File: config.mk
export PLATFORM = sky130hd
export DESIGN_NAME = appx_mac_accum
export DESIGN_NICKNAME = d
export VERILOG_FILES = /design/src/rtl/appx_acc_pkg.sv /design/src/rtl/appx_acc_add.sv /design/src/rtl/appx_mac_accum.sv
export SDC_FILE = /design/constraint.sdc
export NUM_CORES = 1
export LEC_CHECK = 0
export ABC_AREA = 1
export ABC_CLOCK_PERIOD_IN_PS = 2500
export BUFFER_PORTS_ARGS = -buffer_cell sky130_fd_sc_hd__buf_2
export CORE_MARGIN = 2
export CORE_UTILIZATION = 45
export DETAILED_ROUTE_END_ITERATION = 12
export MAX_ROUTING_LAYER = met4
export PLACE_DENSITY = 0.68
export SYNTH_ARGS = -nofsm -noshare
export SYNTH_HDL_FRONTEND = slang
export SYNTH_SLANG_ARGS = --single-unit
File: constraint.sdc
create_clock -name clk -period 2.5 [get_ports clk]
set_input_delay 0.375 -clock clk [delete_from_list [all_inputs] [get_ports clk]]
set_output_delay 0.375 -clock clk [all_outputs]
set_load 0.01 [all_outputs]
File: src/rtl/appx_acc_pkg.sv
// Shared types, default widths and overflow detection for the approximate MAC accumulator.
package appx_acc_pkg;

  localparam int PW_DEF = 32;
  localparam int AW_DEF = 40;
  localparam int CW_DEF = 8;

  // Working width for carry detection; accumulator widths must stay below it.
  localparam int OVF_W = 64;

  typedef enum logic [1:0] {
    IDLE,
    ACC,
    HOLD
  } state_t;

  // Carry out of bit w-1 when adding two operands that each fit in w bits.
  function automatic logic add_carry(input logic [OVF_W-1:0] a,
                                     input logic [OVF_W-1:0] b,
                                     input int               w);
    logic [OVF_W-1:0] s;
    s = a + b;
    return |(s >> w);
  endfunction

endpackage

File: src/rtl/appx_acc_add.sv
// Combinational AW-bit accumulate adder with carry out.
// Saturates to all-ones on carry when APPX_ACC_SAT_EN is defined, otherwise wraps.
module appx_acc_add
  import appx_acc_pkg::*;
#(
  parameter int PW = PW_DEF,
  parameter int AW = AW_DEF
) (
  input  logic [AW-1:0] acc,
  input  logic [PW-1:0] prod,
  output logic [AW-1:0] sum,
  output logic          carry
);

  logic [AW-1:0] prod_ext;
  logic [AW-1:0] raw;

  assign prod_ext = AW'(prod);
  assign raw      = acc + prod_ext;
  assign carry    = add_carry(OVF_W'(acc), OVF_W'(prod_ext), AW);

`ifdef APPX_ACC_SAT_EN
  // Once clamped, any further carry re-clamps, so the sum stays pinned at all-ones.
  assign sum = carry ? '1 : raw;
`else
  assign sum = raw;
`endif

endmodule

File: src/rtl/appx_mac_accum.sv
// Accumulates a programmable number of unsigned products and presents one held result.
// Overflow behaviour (saturate vs wrap) selected by APPX_ACC_SAT_EN in appx_acc_add.
module appx_mac_accum
  import appx_acc_pkg::*;
#(
  parameter int PW = PW_DEF,
  parameter int AW = AW_DEF,
  parameter int CW = CW_DEF
) (
  input  logic          clk,
  input  logic          rst_n,
  input  logic          clr,
  input  logic [CW-1:0] cfg_len,
  input  logic          in_valid,
  output logic          in_ready,
  input  logic [PW-1:0] in_prod,
  output logic          out_valid,
  input  logic          out_ready,
  output logic [AW-1:0] out_acc,
  output logic [CW-1:0] out_count,
  output logic          out_ovf
);

  state_t        state, state_nxt;
  logic          alive;
  logic [AW-1:0] acc;
  logic [AW-1:0] sum;
  logic          carry;
  logic [CW-1:0] cnt;
  logic [CW-1:0] cnt_inc;
  logic [CW-1:0] len;
  logic [CW-1:0] len_first;
  logic          ovf;
  logic          beat;

  assign beat      = in_valid && in_ready;
  assign cnt_inc   = cnt + CW'(1);
  assign len_first = (cfg_len == '0) ? CW'(1) : cfg_len;

  appx_acc_add #(
    .PW(PW),
    .AW(AW)
  ) u_add (
    .acc  (acc),
    .prod (in_prod),
    .sum  (sum),
    .carry(carry)
  );

  // NOTE: flops use non-blocking assignment so every register sees pre-edge values.
  always_ff @(posedge clk or negedge rst_n) begin
    if (!rst_n) state <= IDLE;
    else        state <= state_nxt;
  end

  // NOTE: state_nxt is defaulted first so no branch leaves it unassigned (no latch).
  always_comb begin
    state_nxt = state;
    if (clr) begin
      state_nxt = IDLE;
    end else begin
      unique case (state)
        IDLE:    if (beat) state_nxt = (len_first == CW'(1)) ? HOLD : ACC;
        ACC:     if (beat && cnt_inc == len) state_nxt = HOLD;
        HOLD:    if (out_ready) state_nxt = IDLE;
        default: state_nxt = IDLE;
      endcase
    end
  end

  // alive holds in_ready low during reset and releases it on the first edge after.
  always_comb begin
    in_ready  = alive && (state != HOLD);
    out_valid = (state == HOLD);
  end

  always_ff @(posedge clk or negedge rst_n) begin
    if (!rst_n) begin
      alive <= 1'b0;
      acc   <= '0;
      cnt   <= '0;
      len   <= '0;
      ovf   <= 1'b0;
    end else begin
      alive <= 1'b1;
      if (clr) begin
        acc <= '0;
        cnt <= '0;
        ovf <= 1'b0;
      end else if (beat) begin
        if (state == IDLE) begin
          len <= len_first;
          acc <= AW'(in_prod);
          cnt <= CW'(1);
          ovf <= 1'b0;
        end else begin
          acc <= sum;
          cnt <= cnt_inc;
          ovf <= ovf | carry;
        end
      end
    end
  end

  assign out_acc   = acc;
  assign out_count = cnt;
  assign out_ovf   = ovf;

endmodule

==> results of run 1 <==
worst paths after layout:
path,cells past startpoint,start,end,slack [ns]
max in group asynchronous,2,rst_n,out_acc[37],1.84
min reg2reg,2,out_acc[27],out_acc[27],0.51
max,15,out_acc[0],out_acc[32],0.29
min in group clk,3,cfg_len[5],len[5],0.25
max reg2reg,15,out_acc[0],out_acc[32],0.29
min,1,rst_n,out_acc[10],0.05
power by group through the flow:
stage | clock [mW] | combinational, mW | sequential, mW
2_1_floorplan | 0 | 0.716 | 1.14
3_3_place_gp | 0 | 1.08 | 1.13
3_5_place_dp | 0 | 1.09 | 1.13
4_1_cts | 1.50 | 1.09 | 1.12
5_1_grt | 1.55 | 1.24 | 1.13
6_report | 1.48 | 1.09 | 1.12
cell type report:
type / count / area share (%)
multi-input cells: 764 / 52.7
clock inverters: 6 / 1.60
repair buffers: 107 / 8.37
well taps: 176 / 3.12
clock buffers: 10 / 3.24
inverters: 183 / 9.73
flip-flops and latches: 60 / 21.3
flip-flops by register name (all words and copies together) (netlist names):
register   cells
alive          1
len            8
out_acc       40
out_count      8
out_ovf        1
state          2
cell families (layout without fill, tap and decap cells):
group	after synthesis	in the layout	share of synthesized area (%)
buffers and inverters	197	306	12.8
AOI/OAI and AO/OA	97	97	8.91
xor gates and xnor gates	11	11	1.61
adders and majority gates	34	34	7.23
other	1	1	0.0627
and+or+nand+nor	621	621	44.3
DFF	60	60	25.1
metrics by stage:
| step | std cells | instance area [µm²] | util, % | hold WS, ns |
|---|---|---|---|---|
| finish | 1306 | 7060 | 53.7 | 0.0451 |
| global route | 1306 | 7060 | 53.7 | 0.0817 |
| CTS | 1306 | 7060 | 53.7 | 0.0660 |
| detailed placement | 1290 | 6720 | 51.1 | 0.432 |
| global placement | 1290 | 6720 | 51.1 | 0.429 |
| floorplan | 1021 | 5980 | - | 0.0794 |
worst max-delay path, stage by stage (launching register included):
cell and delay, ns:
dfrtp_1 0.36, ha_1 0.20, inv_1 0.07, fa_1 0.39, inv_1 0.14, nand3_1 0.10
nand3_2 0.11, nand2_1 0.06, nand2_1 0.13, nand3_1 0.11, nand2_1 0.11, nand2_1 0.08
nand2_1 0.09, nand2_1 0.05, nand3_1 0.07, nand2_1 0.05
metal layers:
metal  wire [µm]  GRT usage [%]
met1        8850           36.3
met2        8390           43.9
met3         879           4.79
met4         331           8.82
met5           0              -
placed cells by master, fill, tap and decap left out, types with 2 or more instances in the layout:
| cell type | instances |
|---|---|
| nor4_1 | 4 |
| o21ai_1 | 14 |
| buf_4 | 10 |
| ha_1 | 33 |
| nand3_2 | 9 |
| o22ai_1 | 6 |
| nor2_4 | 4 |
| clkbuf_16 | 9 |
| nor2_1 | 94 |
| o21ai_0 | 37 |
| buf_2 | 95 |
| buf_12 | 2 |
| o211ai_1 | 2 |
| nor3_1 | 5 |
| dfrtp_1 | 60 |
| nor2_2 | 17 |
| bufinv_16 | 3 |
| clkinv_4 | 2 |
| xor2_1 | 9 |
| a22oi_1 | 5 |
| a21oi_1 | 27 |
| inv_1 | 175 |
| inv_2 | 8 |
| o21bai_1 | 2 |
| nand4_1 | 11 |
| xnor2_1 | 2 |
| nand2_2 | 9 |
| nand3_1 | 66 |
| nand2_1 | 397 |
==> results.cfg, run 1 <==
[worst_setup_path]
required_ns = 2.74
worst_setup_path_start_kind = register
path_max_fanout = 4
setup.worst_path.class = register to register
critPathArrivalTime_ns = 2.45
cp-end-kind = register

[final_layout]
antenna_cells = 0
areaGrowthSynthToFinish_pct = 17.9
drive_gt1_share_pct = 15.4
layout.nets = 1204
nFillCells = 1400
seq_area_mm2 = 0.00150
multiInputGateArea_mm2 = 0.00372

[routing]
vias_per_cell = 4.92
first_pass_iters = 9
remaining_drc_errors = 0
wirelength_um = 18500
vias = 6432
ant_nets = 0
wire_per_inst_um = 14.1
drt_iter0_markers = 507

[timing]
finalCritPeriodShare_pct = 88.4
layout_min_cycle_time_ns = 2.21
max_freq_ghz = 0.453
fin_ws_ns = 0.290
finalSetupViolations = 0
finalClockSkew_ns = 0.00658
finalSetupTns_ns = 0
hold_viol_final = 0
rsz0062_at_grt = false
relSlewSlack_pct = 57.5
tightest_slew_ns = 0.638
slew_violations = 0

[status]
status = finished clean

[clock_tree]
clock_latency_ns = 0.35
cts_sinks = 60
cts_buffer_depth = 2
cts-resized-gates = 0
cts_buffers = 9
cts-root-buf = clkbuf_16
hold_buffers = 0
post_cts_buffers = 0
htreeDepth = 3
tritoncts = done
clk_pin_slew_worst_paths_ns = 0.06

[yosys]
ys_types = 39
synth-edff-count = 0
yosysMostFrequentCell = nand2_1
synth_area_leaders = dfrtp_1 (25%), nand2_1 (25%), inv_1 (11%)
ys_seq_area_share_pct = 25.1
ys_warn_count = 0
syn_area_mm2 = 0.00598
async_reset_ff_share_pct = 100
ys.flop_type = dfrtp_1
syn_nets = 1100
synth_commonest_cells = nand2_1 (397), inv_1 (175), nor2_1 (94)
syn-mean-instance-area_um2 = 5.86
syn_inst = 1021
synth.top_cell.area_share_pct = 25.1
synth_top_cell_by_area = dfrtp_1
ys_seq_elements = 60

[global_routing]
grt_max_degree = 39
grt_overflow_total = 0
grtUsageTotal_pct = 27.7
grt_pass1_vias = 6092
antenna_found_initial = 0
grt_pass1_wl_um = 30300

[die]
dieArea_mm2 = 0.0142
core_area_mm2 = 0.0131
dieHeight_um = 119
rows = 42
die_w_um = 119
start_util_pct = 45.6
ios = 96

[pwr]
p_per_area_mw_per_mm2 = 523
clkPwrFrac_pct = 40.2
vdd_drop_max_mv = 0.303
p_int_mw = 2.40
seqPwrFrac_pct = 30.2
leakage_nw = 4.18
power.total_mw = 3.69
switchingPower_mw = 1.29
power_switching_share_pct = 35.0
power_frac_comb_pct = 29.6

[placed_design]
gp_congestion = 0.989
hpwl_um = 14600
io_buffers = 95
post-place-ws_ns = 0.169

[hold_path]
worstHoldPathType = input pin to async pin

[flow_run]
drv_cap = 0
No activity file was read; power rests on OpenSTA's default activity.
==> inputs of run 2 (changes only) <==
CORE_MARGIN = not set   (was 2)
CORE_UTILIZATION = 58   (was 45)
CTS_CLUSTER_DIAMETER = 120   (was not set)
PLACE_DENSITY = 0.84   (was 0.68)
==> results.cfg, run 2 (synthesized netlist as in run 1, its figures left out) <==
[clock_tree]
hold_buffers = 0
cts_buffers = 9
cts-root-buf = clkbuf_8
cts_sinks = 60
post_cts_buffers = 0
clk_pin_slew_worst_paths_ns = 0.09
tritoncts = done
cts_buffer_depth = 2
cts-resized-gates = 0
clock_latency_ns = 0.36
htreeDepth = 3

[worst_setup_path]
critPathArrivalTime_ns = 2.46
path_max_fanout = 4
r2r_slack_ns = 0.29
required_ns = 2.75
reg2regPathDepth = 15
cp-end-kind = register
worst_setup_path_start_kind = register
r2r_end = out_acc[32]
setup.worst_path.class = register to register
r2r-start = out_acc[0]

[routing]
drt_iter0_markers = 484
wirelength_um = 16900
vias_per_cell = 5.25
first_pass_iters = 5
ant_nets = 0
remaining_drc_errors = 0
vias = 6610
wire_per_inst_um = 13.4

[pwr]
vdd_drop_max_mv = 0.245
power.total_mw = 3.01
p_per_area_mw_per_mm2 = 441
leakage_nw = 4.09

[placed_design]
gp_congestion = 1.02
post-place-ws_ns = 0.188
io_buffers = 95
hpwl_um = 13700

[global_routing]
grt_pass1_wl_um = 28400
grt_overflow_total = 0
grt_pass1_vias = 6074
grt_max_degree = 41
grtUsageTotal_pct = 34.1
antenna_found_initial = 0

[timing]
layout_min_cycle_time_ns = 2.21
max_freq_ghz = 0.452
finalSetupViolations = 0
tightest_slew_ns = 0.635
rsz0062_at_grt = false
relSlewSlack_pct = 57.6
hold_viol_final = 0
finalSetupTns_ns = 0
slew_violations = 0
finalClockSkew_ns = 0.0159
finalCritPeriodShare_pct = 88.5
fin_ws_ns = 0.289

[final_layout]
layout_commonest_cell = nand2_1
areaGrowthSynthToFinish_pct = 13.9
layout.nets = 1201
antenna_cells = 0
layout_common_cells = nand2_1 (397), inv_1 (175), buf_2 (95), nor2_1 (94), nand3_1 (66)
drive_gt1_share_pct = 15.3
largest_reg_flops = 40

[die]
die_w_um = 104
ios = 96
dieHeight_um = 104
dieArea_mm2 = 0.0107
core_area_mm2 = 0.00986
rows = 36
start_util_pct = 60.7

[hold_path]
worstHoldPathType = input pin to async pin

[flow_run]
drv_cap = 0

[status]
status = finished clean
[run 2: metrics by stage]
| stage | cells | area [µm²] | hold WS (ns) | utilization [%] |
|---|---|---|---|---|
| 2_1_floorplan | 1021 | 5980 | 0.0794 | - |
| 3_3_place_gp | 1244 | 6640 | 0.388 | 67.3 |
| 4_1_cts | 1260 | 6820 | 0.00902 | 69.1 |
| 3_5_place_dp | 1244 | 6640 | 0.397 | 67.3 |
| 6_report | 1260 | 6820 | 0.00454 | 69.1 |
| 5_1_grt | 1260 | 6820 | 0.0340 | 69.1 |
[run 2: how the worst max path moves through the flow]
| stage | startpoint | end | slack, ns | cells past startpoint |
|---|---|---|---|---|
| 2_1_floorplan | out_acc[0] | out_acc[32] | 0.45 | 15 |
| 3_3_place_gp | in_prod[0] | out_acc[32] | 0.24 | 16 |
| 3_5_place_dp | in_prod[0] | out_acc[32] | 0.19 | 16 |
| 4_1_cts | out_acc[0] | out_acc[32] | 0.30 | 15 |
| 5_1_grt | out_acc[0] | out_acc[32] | 0.07 | 15 |
| 6_report | out_acc[0] | out_acc[32] | 0.29 | 15 |
[run 2: power by group]
group / switching [mW] / leakage [nW] / total [mW] / internal, mW
Clock: 0.450 / 0.0860 / 0.814 / 0.364
Combinational: 0.712 / 3.19 / 1.08 / 0.364
Sequential: 0.0622 / 0.808 / 1.11 / 1.05
Total: 1.22 / 4.09 / 3.01 / 1.78
[run 2: layer usage]
| metal | track usage [%] | part of all wire [%] |
|---|---|---|
| met3 | 4.28 | 7.4 |
| met1 | 44.0 | 44 |
| met4 | 14.1 | 3.6 |
| met2 | 54.3 | 45 |
| met5 | - | 0 |
[run 2: critical path, cell delays in order (launching register included)]
cell	delay, ns
dfrtp_1	0.37
ha_1	0.23
inv_1	0.07
fa_1	0.39
inv_1	0.13
nand3_1	0.10
nand3_2	0.11
nand2_1	0.06
nand2_1	0.08
nand3_1	0.10
nand2_1	0.12
nand2_1	0.08
nand2_1	0.08
nand2_1	0.05
nand3_1	0.07
nand2_1	0.05
[run 2: area by class of cell]
class	count	area (µm²)
timing repair buffer	104	568
inverter	183	687
tap	133	166
fill	947	3050
multi-input combinational	764	3720
sequential	60	1500
clock buffer	9	124
clock inverter	7	51.3
==> inputs of run 3 (changes only) <==
ABC_CLOCK_PERIOD_IN_PS = 2700   (was 2500)
CORE_ASPECT_RATIO = 1.2   (was not set)
CORE_UTILIZATION = 60   (was 58)
PLACE_DENSITY = 0.86   (was 0.84)
clock period = 2.7 ns   (was 2.5 ns; I/O delays follow)
==> results.cfg, run 3 (synthesized netlist as in run 1, its figures left out) <==
[status]
status = finished clean

[routing]
dr_wl_met3_um = 1290
wl_met1_um = 7650
drt_iter0_markers = 415
first_pass_iters = 5
met2WireLength_um = 8540
dr.max_layer_used = met4
vias = 6680
ant_nets = 0
remaining_drc_errors = 0
wire_per_inst_um = 14.5
vias_per_cell = 5.35
wirelength_um = 18100

[die]
dieHeight_um = 111
dieArea_mm2 = 0.0104
start_util_pct = 62.3
core_area_mm2 = 0.00961
rows = 39
die_w_um = 93.2
ios = 96

[pwr]
p_per_area_mw_per_mm2 = 469
leakage_nw = 4.13
vdd_drop_max_mv = 0.327
power.total_mw = 3.24

[placed_design]
hpwl_um = 14200
place_inst = 1232
io_buffers = 95
placed_cell_area_mm2 = 0.00659
gp_congestion = 1.03

[worst_setup_path]
path_max_fanout = 4
setup.worst_path.class = register to register
slowest_stage = fa_1
reg2regPathDepth = 15
worstSetupStartpoint = out_acc[0]
critPathArrivalTime_ns = 2.51
worst_setup_path_start_kind = register
crit_path_frequent_cell = nand2_1
required_ns = 2.93
crit_chain = ha_1 > inv_1 > fa_1 > inv_1 > nand3_1 > nand3_2 > nand2_1 > nand2_1 > nand3_1 > nand2_1 > nand2_1 > nand2_1 > nand2_1 > nand3_1 > nand2_1
r2r-start = out_acc[0]
cp-end-kind = register
critPathMaxStageDelay_ns = 0.39

[hold_path]
worstHoldPathType = input pin to register
min_from = cfg_len[4]
min_path_cells = 3

[timing]
relSlewSlack_pct = 46.4
hold_viol_final = 0
slew_violations = 0
finalSetupViolations = 0
finalSetupTns_ns = 0
tightest_slew_ns = 0.802
max_freq_ghz = 0.438
rsz0062_at_grt = false
layout_min_cycle_time_ns = 2.28
finalCritPeriodShare_pct = 84.5
hold_slack_ns = 0.291
finalClockSkew_ns = 0.00648

[final_layout]
stdcell_count = 1249
nFillCells = 915
seq_area_mm2 = 0.00150
antenna_cells = 0
largest_reg_flops = 40
layout.nets = 1200
multiInputGateArea_mm2 = 0.00372
areaGrowthSynthToFinish_pct = 15.3
layout_common_cells = nand2_1 (397), inv_1 (175), buf_2 (95), nor2_1 (94), nand3_1 (66)
layout_commonest_cell = nand2_1
final_area_mm2 = 0.00690
drive_gt1_share_pct = 15.1

[clock_tree]
cts_buffer_depth = 2
cts_sinks = 60
clock_latency_ns = 0.34
cts-resized-gates = 0
cts-root-buf = clkbuf_16
post_cts_buffers = 0
htreeDepth = 3
cts_buffers = 9
tritoncts = done
clk_pin_slew_worst_paths_ns = 0.06

[global_routing]
grtUsageTotal_pct = 37.7
grt_max_degree = 42
antenna_found_initial = 0
grt_pass1_vias = 6447
grt_pass1_wl_um = 30000
grt_overflow_total = 0

[flow_run]
drv_cap = 0
==> run 3: layout make-up <==
cell class | count | share of cell area (%)
clock buffer | 9 | 3.27
clock inverter | 7 | 1.09
inverter | 183 | 9.96
multi-input combinational | 764 | 53.9
sequential | 60 | 21.8
tap | 123 | 2.23
timing repair buffer | 103 | 7.80
==> run 3: layer usage <==
| metal | GRT usage, % | vias to the layer above |
|---|---|---|
| met5 | - | - |
| met3 | 5.12 | 52 |
| met2 | 61.5 | 271 |
| met1 | 46.6 | 2993 |
| li1 | - | 3364 |
| met4 | 15.8 | 0 |
==> run 3: repair_timing <==
| item | CTS | global route |
|---|---|---|
| endpoints found under the setup margin | 0 | 0 |
| endpoints found under the hold margin | 1 | 0 |
| hold buffers | 1 | 0 |
==> run 3: path summary, 6_finish.rpt <==
path / slack (ns) / to
setup / recovery: 0.42 / out_acc[32]
hold / removal: 0.29 / len[4]
setup reg to reg: 0.42 / out_acc[32]
hold reg to reg: 0.51 / out_acc[26]
max in group asynchronous: 1.63 / out_acc[32]
min in group asynchronous: 0.38 / out_acc[7]
==> run 3: where the power goes <==
part | internal (mW) | switching, mW | total [mW]
clock | 0.721 | 0.476 | 1.20
sequential | 0.976 | 0.0609 | 1.04
combinational | 0.329 | 0.673 | 1.00
==> run 3: worst max-delay path, delay by kind of cell (launching register included) <==
family / cells / cell delay [ns]
AND/OR/NAND/NOR: 11 / 0.93
adder cells (fa/ha/maj): 2 / 0.62
flip-flops: 1 / 0.38
buffers and inverters: 2 / 0.21
==> run 3: stage by stage <==
step	utilization [%]	setup WS, ns
after floorplan	-	0.648
after global placement	68.5	0.411
after detailed placement	68.5	0.337
after CTS	71.8	0.457
after global routing	71.8	0.265
final	71.8	0.419
